### config.mk
export PLATFORM = sky130hd
export DESIGN_NAME = arbitro_registrador_flat
export DESIGN_NICKNAME = d
export VERILOG_FILES = /design/src/rtl/arbitro_registrador_if.sv /design/src/rtl/arbitro_registrador.sv /design/src/flat_wrapper.sv
export SDC_FILE = /design/constraint.sdc
export NUM_CORES = 1
export LEC_CHECK = 0
export ABC_AREA = 1
export CAP_MARGIN = 10
export CORE_UTILIZATION = 44
export CTS_CLUSTER_SIZE = 28
export DETAILED_ROUTE_END_ITERATION = 10
export GPL_TIMING_DRIVEN = 0
export PLACE_DENSITY = 0.87
export SLEW_MARGIN = 40
export SYNTH_ARGS = -nofsm -noshare
export SYNTH_HDL_FRONTEND = slang
export SYNTH_SLANG_ARGS = --single-unit
export TNS_END_PERCENT = 30
### constraint.sdc
create_clock -name clk -period 3.8 [get_ports clk]
set_input_delay 0.76 -clock clk [delete_from_list [all_inputs] [get_ports clk]]
set_output_delay 0.76 -clock clk [all_outputs]
set_load 0.01 [all_outputs]
### src/rtl/arbitro_registrador_if.sv
// Bundle of requester handshake and external register signals shared by the arbiter.
// The slave modport is the arbiter's view; master is the requester/register environment.
interface arbitro_registrador_if #(
    parameter int N = 4,
    parameter int W = 16
);
    logic [N-1:0]   req;
    logic [N-1:0]   we;
    logic [N*W-1:0] dados;
    logic [N-1:0]   ack;
    logic [W-1:0]   leitura;
    logic           ocupado;
    logic           reg_load;
    logic [W-1:0]   reg_d;
    logic [W-1:0]   reg_q;

    modport master (
        output req, we, dados, reg_q,
        input  ack, leitura, ocupado, reg_load, reg_d
    );

    modport slave (
        input  req, we, dados, reg_q,
        output ack, leitura, ocupado, reg_load, reg_d
    );
endinterface

### src/rtl/arbitro_registrador.sv
// Round-robin arbiter sequencing N four-phase req/ack requesters onto one external register.
// Each grant runs IDLE -> one ACCESS cycle -> CONFIRM (ack held until req drops).
module arbitro_registrador #(
    parameter int N = 4,
    parameter int W = 16
) (
    input  logic                   clk,
    input  logic                   reset,
    arbitro_registrador_if.slave   bus
);
    localparam int PW = $clog2(N);

    typedef enum logic [1:0] {
        OCIOSO   = 2'd0,
        ACESSO   = 2'd1,
        CONFIRMA = 2'd2
    } estado_t;

    estado_t       r_state;
    estado_t       w_next;
    logic [PW-1:0] r_ptr;
    logic [PW-1:0] r_grant;
    logic          r_we;
    logic [W-1:0]  r_dados;
    logic [W-1:0]  r_leitura;
    logic [PW-1:0] w_winner;
    logic          w_any;
    logic [W-1:0]  w_dados_sel;

    // Scan from ptr upward with wraparound; iterating offsets high-to-low lets the nearest one win.
    always_comb begin
        logic [PW:0] sum;
        sum      = '0;
        w_any    = 1'b0;
        w_winner = '0;
        for (int k = N - 1; k >= 0; k--) begin
            sum = {1'b0, r_ptr} + (PW+1)'(k);
            if (sum >= (PW+1)'(N)) begin
                sum = sum - (PW+1)'(N);
            end
            if (bus.req[sum[PW-1:0]]) begin
                w_any    = 1'b1;
                w_winner = sum[PW-1:0];
            end
        end
    end

    always_comb begin
        w_dados_sel = bus.dados[w_winner*W +: W];
    end

    // State register
    always_ff @(posedge clk) begin
        if (reset) begin
            r_state <= OCIOSO;
        end else begin
            r_state <= w_next;
        end
    end

    // Next-state logic
    always_comb begin
        w_next = r_state;
        case (r_state)
            OCIOSO:   if (w_any) w_next = ACESSO;
            ACESSO:   w_next = CONFIRMA;
            CONFIRMA: if (!bus.req[r_grant]) w_next = OCIOSO;
            default:  w_next = OCIOSO;
        endcase
    end

    // Grant latch, pointer and read capture. r_dados only follows writes so reg_d
    // keeps presenting the last write value while idle or during reads.
    always_ff @(posedge clk) begin
        if (reset) begin
            r_ptr     <= '0;
            r_grant   <= '0;
            r_we      <= 1'b0;
            r_dados   <= '0;
            r_leitura <= '0;
        end else begin
            case (r_state)
                OCIOSO: begin
                    if (w_any) begin
                        r_grant <= w_winner;
                        r_we    <= bus.we[w_winner];
                        if (bus.we[w_winner]) begin
                            r_dados <= w_dados_sel;
                        end
                    end
                end
                ACESSO: begin
                    if (!r_we) begin
                        r_leitura <= bus.reg_q;
                    end
                    r_ptr <= (r_grant == PW'(N - 1)) ? '0 : r_grant + 1'b1;
                end
                default: ;
            endcase
        end
    end

    // Outputs decode registered state only; reset masks load so an in-flight write is dropped.
    always_comb begin
        bus.reg_load = 1'b0;
        bus.ocupado  = 1'b0;
        case (r_state)
            ACESSO: begin
                bus.reg_load = r_we & ~reset;
                bus.ocupado  = 1'b1;
            end
            CONFIRMA: bus.ocupado = 1'b1;
            default: ;
        endcase
    end

    assign bus.reg_d   = r_dados;
    assign bus.leitura = r_leitura;

    generate
        for (genvar gi = 0; gi < N; gi++) begin : g_ack
            assign bus.ack[gi] = (r_state == CONFIRMA) && (r_grant == PW'(gi));
        end
    endgenerate
endmodule
### src/flat_wrapper.sv
// flat-port wrapper written by rule: the top's interface ports become plain ports
module arbitro_registrador_flat 
#(
    parameter int N = 4,
    parameter int W = 16
)
  (clk, reset, bus_req, bus_we, bus_dados, bus_reg_q, bus_ack, bus_leitura, bus_ocupado, bus_reg_load, bus_reg_d);
  arbitro_registrador_if #(.N(N), .W(W)) bus_i ();
  input  logic clk;
  input  logic reset;
  input wire logic [$bits(bus_i.req)-1:0] bus_req;
  input wire logic [$bits(bus_i.we)-1:0] bus_we;
  input wire logic [$bits(bus_i.dados)-1:0] bus_dados;
  input wire logic [$bits(bus_i.reg_q)-1:0] bus_reg_q;
  output wire logic [$bits(bus_i.ack)-1:0] bus_ack;
  output wire logic [$bits(bus_i.leitura)-1:0] bus_leitura;
  output wire logic [$bits(bus_i.ocupado)-1:0] bus_ocupado;
  output wire logic [$bits(bus_i.reg_load)-1:0] bus_reg_load;
  output wire logic [$bits(bus_i.reg_d)-1:0] bus_reg_d;
  assign bus_i.req = bus_req;
  assign bus_i.we = bus_we;
  assign bus_i.dados = bus_dados;
  assign bus_i.reg_q = bus_reg_q;
  assign bus_ack = bus_i.ack;
  assign bus_leitura = bus_i.leitura;
  assign bus_ocupado = bus_i.ocupado;
  assign bus_reg_load = bus_i.reg_load;
  assign bus_reg_d = bus_i.reg_d;
  arbitro_registrador #(.N(N), .W(W)) u_core (.clk(clk), .reset(reset), .bus(bus_i));
endmodule
## Word level (Yosys, flattened, before mapping)

Index checks and enable logic that the tools add are counted.

- Register bits: 39
- Input port bits: 90
- Output and inout bits: 38

- Add/subtract/negate cells: 8
- Order comparisons: 10
- Eq/ne operators: 7
- Shift-type cells: 1
- Multiplexer cells: 30
- Bitwise gates (word level): 3
- Reduce and logical (&&, ||, !) cells: 11

Operator list:

| cell | number |
|---|---|
| indexed part select 64 x 7 -> 16 bit | 1 |
| 2-to-1 mux 2 bit | 11 |
| less-than comparator 2 x 3 -> 1 bit, second input constant | 6 |
| binary-select mux 1 bit (select 2 bit) | 6 |
| 2-to-1 mux 1 bit | 12 |
| greater-or-equal comparator 3 bit, second input constant | 3 |
| subtractor 2 x 1 -> 2 bit, second input constant | 4 |
| adder 2 x 2 -> 3 bit, second input constant | 2 |
| equality test 2 bit, second input constant | 3 |
| one-hot mux 2 bit (3 select lines) | 1 |
| AND reduction 2 bit | 3 |
| equality test 2 x 1 -> 1 bit, second input constant | 2 |
| logical AND 1 bit | 4 |
| zero test 2 bit | 2 |
| adder 2 x 1 -> 3 bit, second input constant | 1 |
| greater-or-equal comparator 2 x 3 -> 1 bit, second input constant | 1 |
| AND reduction 3 bit | 1 |
| adder 2 x 1 -> 2 bit, second input constant | 1 |
| inequality test 2 x 1 -> 1 bit, second input constant | 1 |
| inequality test 2 bit, second input constant | 1 |
| inverter 1 bit | 2 |
| OR reduction 2 bit | 1 |
| bitwise AND 1 bit | 1 |

## Logic depth before layout (Yosys ltp)

Gate-level depths: netlist of run 1.

- Word-level depth: 12
- Gate-level depth with buffers: 15
- Mapped depth without buffers: 14

## Worst setup path before layout of run 1

Ideal clock, no wire load.

- Path kind: in2reg
- Start point: in bus_req[1]
- End point: reg u_core.r_dados[0], in the netlist u_core.bus.reg_d[0]
- Setup time: 113 ps
- Arrival time: 1961 ps
- Required time: 3687 ps
- Path slack: 1726 ps
- Cell stages on the path: 14
- Path buffers: 2
- Cells stage by stage: inv_1 > nand2_2 > nand3_1 > nand2_1 > inv_1 > nand2_2 > nand2_2 > nand2_2 > buf_6 > buf_6 > o211ai_1 > nand2_1 > nor2_1 > nor2_1

- Word-level cells in the longest chain between the ends: 9
- Elaborated cells on any way between the ends: 20
- Those cells by class: shift: 1; mux: 18; reduce/logical: 1

RTL lines:

| item | line | text |
|---|---|---|
| start: declaration | flat_wrapper.sv:11 | `input wire logic [$bits(bus_i.req)-1:0] bus_req;` |
| branches (longest 9 deep; another with indexed part select 64 x 7 -> 16 bit) | n/a |  |
| end signal: assignment | arbitro_registrador.sv:88 | `r_dados <= w_dados_sel;` |
| end: declaration | arbitro_registrador.sv:24 | `logic [W-1:0] r_dados;` |

Several ways; the timed one is not identified. The select of a mux whose other input is x is not followed.
A chain may end at the register's enable or synchronous reset.

## Worst setup path after layout of run 1

- Start point: in reset
- End point: out bus_reg_load

- Word-level cells in the longest chain between the ends: 3

RTL lines:

| item | line | text |
|---|---|---|
| start: declaration | flat_wrapper.sv:10 | `input logic reset;` |
| inverter 1 bit | arbitro_registrador.sv:109 | `bus.reg_load = r_we & ~reset;` |
| bitwise AND 1 bit | arbitro_registrador.sv:109 |  |
| 2-to-1 mux 1 bit | arbitro_registrador.sv:107 | `case (r_state)` |
| end: declaration | flat_wrapper.sv:18 | `output wire logic [$bits(bus_i.reg_load)-1:0] bus_reg_load;` |

Every way passes these cells.

==> impl_metrics.csv, run 1 <==
group,metric,value,unit
detailed_routing,drt_wl_total,7640,microns
synthesis,synth_area,2540,sq um
timing,drv_slew,0,
timing,finalSetupViolCount,0,
critical_path,worstPathRequired,3.04,ns
timing,max_freq,356,MHz
clock_network,cts_sinks,39,
power_and_ir_drop,power_leakage,1.89,nW
critical_path,cp-end-kind,"output pin",
cells_and_area,fill_cells,477,
placement,portBuffers,127,
status,status,"finished clean",
global_routing,grt_pass1_vias,2757,
critical_path,rrSetupSlack,1.79,ns
cells_and_area,seq_area,781,sq um
cells_and_area,final_common_cell,"clkdlybuf4s50_1",
clock_network,cts_resized,0,
detailed_routing,first_pass_iters,6,
placement,hpwl,6100,microns
critical_path,timing.rr.end,"u_core.bus.reg_d[3]$_SDFFE_PP0P_",
power_and_ir_drop,switching_power,0.00152,W
flow_run,cap_violations,0,
detailed_routing,routedWlPerCell,12.6,microns
floorplan,die_w,78.0,microns
detailed_routing,via_per_inst,4.84,
synthesis,synth_nets,498,
floorplan,ioPinCount,128,
cells_and_area,post-route-util,0.720,
floorplan,rows,27,
critical_path,worstSetupEndpoint,"bus_reg_load",
critical_path,rr_startpoint,"u_core.r_ptr[0]$_SDFFE_PP0P_",
detailed_routing,drc,0,
detailed_routing,drt_iter0_markers,157,
cells_and_area,multi_input_area,1340,sq um
placement,place_area,3900,sq um
global_routing,grt_usage,0.252,
cells_and_area,syn_to_final_growth,57.0,%
cells_and_area,final_nets,632,
cells_and_area,drive_above_1_share,0.0617,
cells_and_area,final_cell_mix,"clkdlybuf4s50_1 (127), nand2_1 (105), inv_1 (69)",
power_and_ir_drop,p_clk_frac,0.087,
hold_path,whs_path_depth,2,
power_and_ir_drop,p_int,0.00170,W
detailed_routing,ant_nets,0,
global_routing,grt_pass1_wl,12200,microns
clock_network,cts_tree,"built",
global_routing,antenna_found_initial,0,
synthesis,synth_cells,401,
floorplan,start_util,0.459,
global_routing,grt_overflow,0,
floorplan,fp.dieH,78.0,microns
clock_network,cts_buffer_depth,2,
floorplan,die_area,6080,sq um
synthesis,yosys_warnings,0,
critical_path,critPathKind,"input port to output pin",
cells_and_area,antenna_cells,0,
synthesis,avgSynthCellArea,6.34,sq um
timing,rsz0062_at_grt,"no",
timing,period_needed,2.81,ns
power_and_ir_drop,combPwrFrac,0.709,
power_and_ir_drop,ir_worst_vdd,435,uV
global_routing,grt_max_degree,12,
timing,final_hold_viol_count,0,
timing,fin_crit_sh,0.738,
clock_network,cts_hold_buf,0,
critical_path,start_kind,"input port",
timing,relSlewSlack,0.693,
synthesis,synth_cell_types,27,
power_and_ir_drop,switching_share,0.471,
critical_path,cp.arrival,2.05,ns
placement,place.gp.congestion,0.925,
power_and_ir_drop,power.density,808,nW/um^2
cells_and_area,postLayoutCellArea,3990,sq um
critical_path,path_max_fanout,4,
clock_network,cts_root_buf,"clkbuf_8",
critical_path,reg2reg_depth,14,
power_and_ir_drop,seqPwrFrac,0.204,
synthesis,ys_seq_area_frac,0.307,
clock_network,htreeDepth,2,
floorplan,coreArea,5540,sq um
clock_network,cts_inserted_buffers,5,
timing,tightest_slew,0.460,ns
timing,skew,0.00858,ns
hold_path,hold_class,"register to register",
synthesis,ys_ff_latch,39,
clock_network,cts_setup_buffers,0,
clock_network,cts.clk_slew.worst_paths,0.07,ns
timing,tns,0,ns
clock_network,insertion_delay,0.29,ns
detailed_routing,num_vias,2935,
critical_path,startpoint,"reset",
==> power by group through the flow <==
| stage | combinational [W] | sequential (W) | clock [W] |
|---|---|---|---|
| 3_5_place_dp | 0.00226 | 0.000663 | 0 |
| 5_1_grt | 0.00255 | 0.000673 | 0.000302 |
| 4_1_cts | 0.00228 | 0.000657 | 0.000285 |
| 2_1_floorplan | 0.00148 | 0.000708 | 0 |
| 3_3_place_gp | 0.00220 | 0.000655 | 0 |
| 6_report | 0.00229 | 0.000657 | 0.000281 |
==> per-layer routing <==
metal,global-route usage,part of all wire,wire length [microns],vias to the layer above
li1,-,-,-,1512
met1,0.311,0.43,3280,1295
met2,0.423,0.47,3580,111
met3,0.0600,0.079,606,17
met4,0.0926,0.023,177,0
met5,0,0,0,-
==> layout make-up <==
type,instances,area share
Buffer,19,0.0386
Multi-Input combinational cell,272,0.336
Timing Repair Buffer,127,0.319
Tap cell,72,0.0226
Clock inverter,1,0.00125
Clock buffer,6,0.0207
Sequential cell,39,0.196
Inverter,71,0.0668
==> synth_stat cells <==
cell type	number	area share
nor3_1	1	0.0020
clkinv_1	1	0.0015
and2_1	1	0.0025
dfxtp_1	39	0.31
o21ai_1	2	0.0039
nand3_2	3	0.012
inv_2	1	0.0015
a31oi_1	1	0.0025
nand2_1	105	0.16
nand2_2	5	0.012
xnor2_1	1	0.0034
o211a_1	1	0.0039
o21ai_0	25	0.049
a21oi_1	7	0.014
nand3_4	1	0.0069
or2_2	1	0.0025
a21oi_4	1	0.0064
buf_2	3	0.0059
inv_1	69	0.10
nand3_1	11	0.022
buf_6	10	0.044
o211ai_1	32	0.095
nor2_1	66	0.097
nand3b_1	1	0.0030
clkbuf_1	5	0.0074
ha_1	7	0.034
buf_4	1	0.0030
==> worst min path at each step <==
stage                                   start                             end  slack, ns
2_1_floorplan  u_core.r_state[0]$_SDFFE_PP0P_  u_core.r_state[0]$_SDFFE_PP0P_       0.45
3_3_place_gp   u_core.r_state[0]$_SDFFE_PP0P_  u_core.r_state[0]$_SDFFE_PP0P_       0.47
3_5_place_dp   u_core.r_state[0]$_SDFFE_PP0P_  u_core.r_state[0]$_SDFFE_PP0P_       0.49
4_1_cts        u_core.r_state[0]$_SDFFE_PP0P_  u_core.r_state[0]$_SDFFE_PP0P_       0.50
5_1_grt        u_core.r_state[0]$_SDFFE_PP0P_  u_core.r_state[0]$_SDFFE_PP0P_       0.53
6_report       u_core.r_state[0]$_SDFFE_PP0P_  u_core.r_state[0]$_SDFFE_PP0P_       0.50
==> kinds of logic (layout without fill, tap and decap cells) <==
family,Yosys count,in the layout,synth area share
AOI/OAI and AO/OA,69,69,0.174
xor gates and xnor gates,1,1,0.00345
adders and majority gates,7,7,0.0345
buffers and inverters,90,224,0.165
DFF,39,39,0.307
and+or+nand+nor,195,195,0.315
==> flip-flops by register name (all words and copies together) (netlist names) <==
register and count:
u_core.r_grant 2, u_core.r_ptr 2, u_core.bus.reg_d 16, u_core.bus.leitura 16, u_core.r_state 2, u_core.r_we 1
==> through the flow <==
step           instances  total power [W]  setup WS (ns)  hold WS [ns]
2_1_floorplan        401          0.00219           1.73         0.452
3_3_place_gp         600          0.00286          0.977         0.473
3_5_place_dp         600          0.00292          0.945         0.488
4_1_cts              607          0.00322          0.981         0.498
5_1_grt              607          0.00353          0.924         0.533
6_report             607          0.00322          0.995         0.498
==> worst max-delay path: stages <==
cell	delay (ns)
clkdlybuf4s50_1	0.47
nor3_1	0.24
clkdlybuf4s50_1	0.57
No activity file was read; power rests on OpenSTA's default activity.
==> inputs of run 2 (changes only) <==
--- a/config.mk
+++ b/config.mk
@@ -7,11 +7,11 @@
 export LEC_CHECK = 0
 export ABC_AREA = 1
 export CAP_MARGIN = 10
-export CORE_UTILIZATION = 44
+export CORE_UTILIZATION = 41
 export CTS_CLUSTER_SIZE = 28
 export DETAILED_ROUTE_END_ITERATION = 10
 export GPL_TIMING_DRIVEN = 0
-export PLACE_DENSITY = 0.87
+export PLACE_DENSITY = 0.82
 export SLEW_MARGIN = 40
 export SYNTH_ARGS = -nofsm -noshare
 export SYNTH_HDL_FRONTEND = slang
==> constraint.sdc (replaced) <==
create_clock -name clk -period 2.7 [get_ports clk]
set_input_delay 0.54 -clock clk [delete_from_list [all_inputs] [get_ports clk]]
set_output_delay 0.54 -clock clk [all_outputs]
set_load 0.01 [all_outputs]
==> impl_metrics.csv, run 2 (synthesized netlist as in run 1, its figures left out) <==
group,metric,value,unit
detailed_routing,drt_iter0_markers,141,
critical_path,rr_startpoint,"u_core.r_ptr[0]$_SDFFE_PP0P_",
clock_network,cts_inserted_buffers,5,
global_routing,grt_pass1_wl,11700,microns
timing,tightest_slew,0.461,ns
floorplan,die_w,80.7,microns
placement,hpwl,5880,microns
critical_path,crit_path_frequent_cell,"clkdlybuf4s50_1",
power_and_ir_drop,power_leakage,1.89,nW
critical_path,worstPathRequired,2.16,ns
timing,drv_slew,0,
critical_path,rrSetupSlack,0.69,ns
placement,pre_cts_slack,0.101,ns
placement,place.gp.congestion,0.873,
cells_and_area,fill_cells,537,
floorplan,ioPinCount,128,
hold_path,hold_class,"register to register",
timing,relSlewSlack,0.691,
timing,skew,0.00393,ns
timing,max_freq,420,MHz
floorplan,coreArea,5960,sq um
cells_and_area,antenna_cells,0,
critical_path,path_max_fanout,4,
clock_network,cts_root_buf,"clkbuf_8",
clock_network,cts_tree,"built",
timing,rsz0062_at_grt,"no",
power_and_ir_drop,power.density,1130,nW/um^2
clock_network,cts_buffer_depth,2,
clock_network,insertion_delay,0.28,ns
critical_path,cp_num_buf_inv,2,
critical_path,cp_num_cells,3,
timing,setup_slack,0.319,ns
hold_path,min_from,"u_core.r_state[0]$_SDFFE_PP0P_",
cells_and_area,multi_input_area,1340,sq um
detailed_routing,num_vias,2855,
cells_and_area,syn_to_final_growth,57.2,%
clock_network,cts_hold_buf,0,
global_routing,grt_pass1_vias,2621,
critical_path,critPathSlowestCell,"clkdlybuf4s50_1",
flow_run,cap_violations,0,
global_routing,grt_overflow,0,
floorplan,start_util,0.427,
detailed_routing,routedWlPerCell,12.2,microns
cells_and_area,drive_above_1_share,0.0617,
detailed_routing,ant_nets,0,
timing,fin_crit_sh,0.882,
placement,portBuffers,127,
status,status,"finished clean",
hold_path,min_to,"u_core.r_state[0]$_SDFFE_PP0P_",
cells_and_area,stdcell_count,610,
power_and_ir_drop,ir_worst_vdd,588,uV
clock_network,cts_sinks,39,
floorplan,fp.dieH,80.7,microns
detailed_routing,first_pass_iters,4,
global_routing,grt_usage,0.230,
timing,final_hold_viol_count,0,
critical_path,cp_cell_sequence,"clkdlybuf4s50_1 > nor3_1 > clkdlybuf4s50_1",
clock_network,cts_resized,0,
critical_path,timing.rr.end,"u_core.bus.reg_d[2]$_SDFFE_PP0P_",
cells_and_area,final_nets,632,
floorplan,rows,28,
cells_and_area,postLayoutCellArea,3990,sq um
hold_path,whs_path_depth,2,
timing,finalSetupViolCount,0,
clock_network,cts_setup_buffers,0,
critical_path,cp.arrival,1.84,ns
cells_and_area,final_cell_mix,"clkdlybuf4s50_1 (127), nand2_1 (105), inv_1 (69)",
critical_path,reg2reg_depth,14,
placement,place_inst,603,
timing,tns,0,ns
critical_path,cp_top_family,"buffers and inverters",
clock_network,cts.clk_slew.worst_paths,0.07,ns
placement,place_area,3910,sq um
global_routing,antenna_found_initial,0,
global_routing,grt_max_degree,12,
detailed_routing,via_per_inst,4.68,
detailed_routing,drc,0,
cells_and_area,post-route-util,0.671,
detailed_routing,drt_wl_total,7460,microns
critical_path,critPathKind,"input port to output pin",
critical_path,cp_slowest_stage_delay,0.57,ns
cells_and_area,seq_area,781,sq um
floorplan,die_area,6520,sq um
cells_and_area,final_common_cell,"clkdlybuf4s50_1",
timing,period_needed,2.38,ns
clock_network,htreeDepth,2,
critical_path,cp-end-kind,"output pin",
critical_path,start_kind,"input port",
run 2: cell counts in the layout (fill, tap and decap cells not counted):
No cell type changed its count.
run 2: worst max path at each step:
stage               start                                end  slack, ns
3_3_place_gp   bus_req[1]   u_core.bus.reg_d[8]$_SDFFE_PP0P_       0.14
6_report            reset                       bus_reg_load       0.32
4_1_cts             reset                       bus_reg_load       0.29
5_1_grt        bus_req[1]  u_core.bus.reg_d[11]$_SDFFE_PP0P_       0.15
3_5_place_dp   bus_req[1]   u_core.bus.reg_d[5]$_SDFFE_PP0P_       0.10
2_1_floorplan  bus_req[1]   u_core.bus.reg_d[0]$_SDFFE_PP0P_       0.85
run 2: area by class of cell:
class	instances	share of cell area
clock buffer	6	0.0207
timing repair buffer	127	0.318
sequential	39	0.195
multi-input combinational	272	0.336
inverter	71	0.0667
clock inverter	1	0.00125
buffer	19	0.0385
tap	75	0.0235
run 2: through the flow:
step           hold slack, ns  power (W)
2_1_floorplan           0.452    0.00309
3_3_place_gp            0.475    0.00405
3_5_place_dp            0.482    0.00411
4_1_cts                 0.493    0.00453
5_1_grt                 0.548    0.00496
6_report                0.491    0.00450
run 2: worst reg2reg max path: stages (launching register included):
cell and delay (ns):
dfxtp_1 0.35, buf_6 0.15, nand2_2 0.06, nand3_1 0.15, nand2_1 0.08, inv_1 0.12
nand2_2 0.08, nand2_2 0.11, nand2_2 0.07, buf_6 0.15, buf_6 0.14, o211ai_1 0.16
nand2_1 0.09, nor2_1 0.13, nor2_1 0.07
run 2: power by group:
part           total, W  switching, W  internal, W  leakage (nW)
Combinational   0.00320       0.00180      0.00140          1.52
Sequential     0.000922      0.000122     0.000800         0.322
Clock          0.000384      0.000184     0.000200        0.0470
Total           0.00450       0.00210      0.00240          1.89
run 2: metal layers:
metal,part of all wire,vias up,global-route usage
met5,0,-,0
met3,0.085,6,0.0523
met1,0.44,1249,0.286
li1,-,1511,-
met2,0.46,89,0.401
met4,0.0074,0,0.0536
==> inputs of run 3 (changes only) <==
--- a/config.mk
+++ b/config.mk
@@ -12,7 +12,7 @@
 export DETAILED_ROUTE_END_ITERATION = 10
 export GPL_TIMING_DRIVEN = 0
 export PLACE_DENSITY = 0.82
-export SLEW_MARGIN = 40
+export SLEW_MARGIN = 20
 export SYNTH_ARGS = -nofsm -noshare
 export SYNTH_HDL_FRONTEND = slang
 export SYNTH_SLANG_ARGS = --single-unit
==> results of run 3 <==
The final DEF is identical to that of run 2; final timing and power are the same.
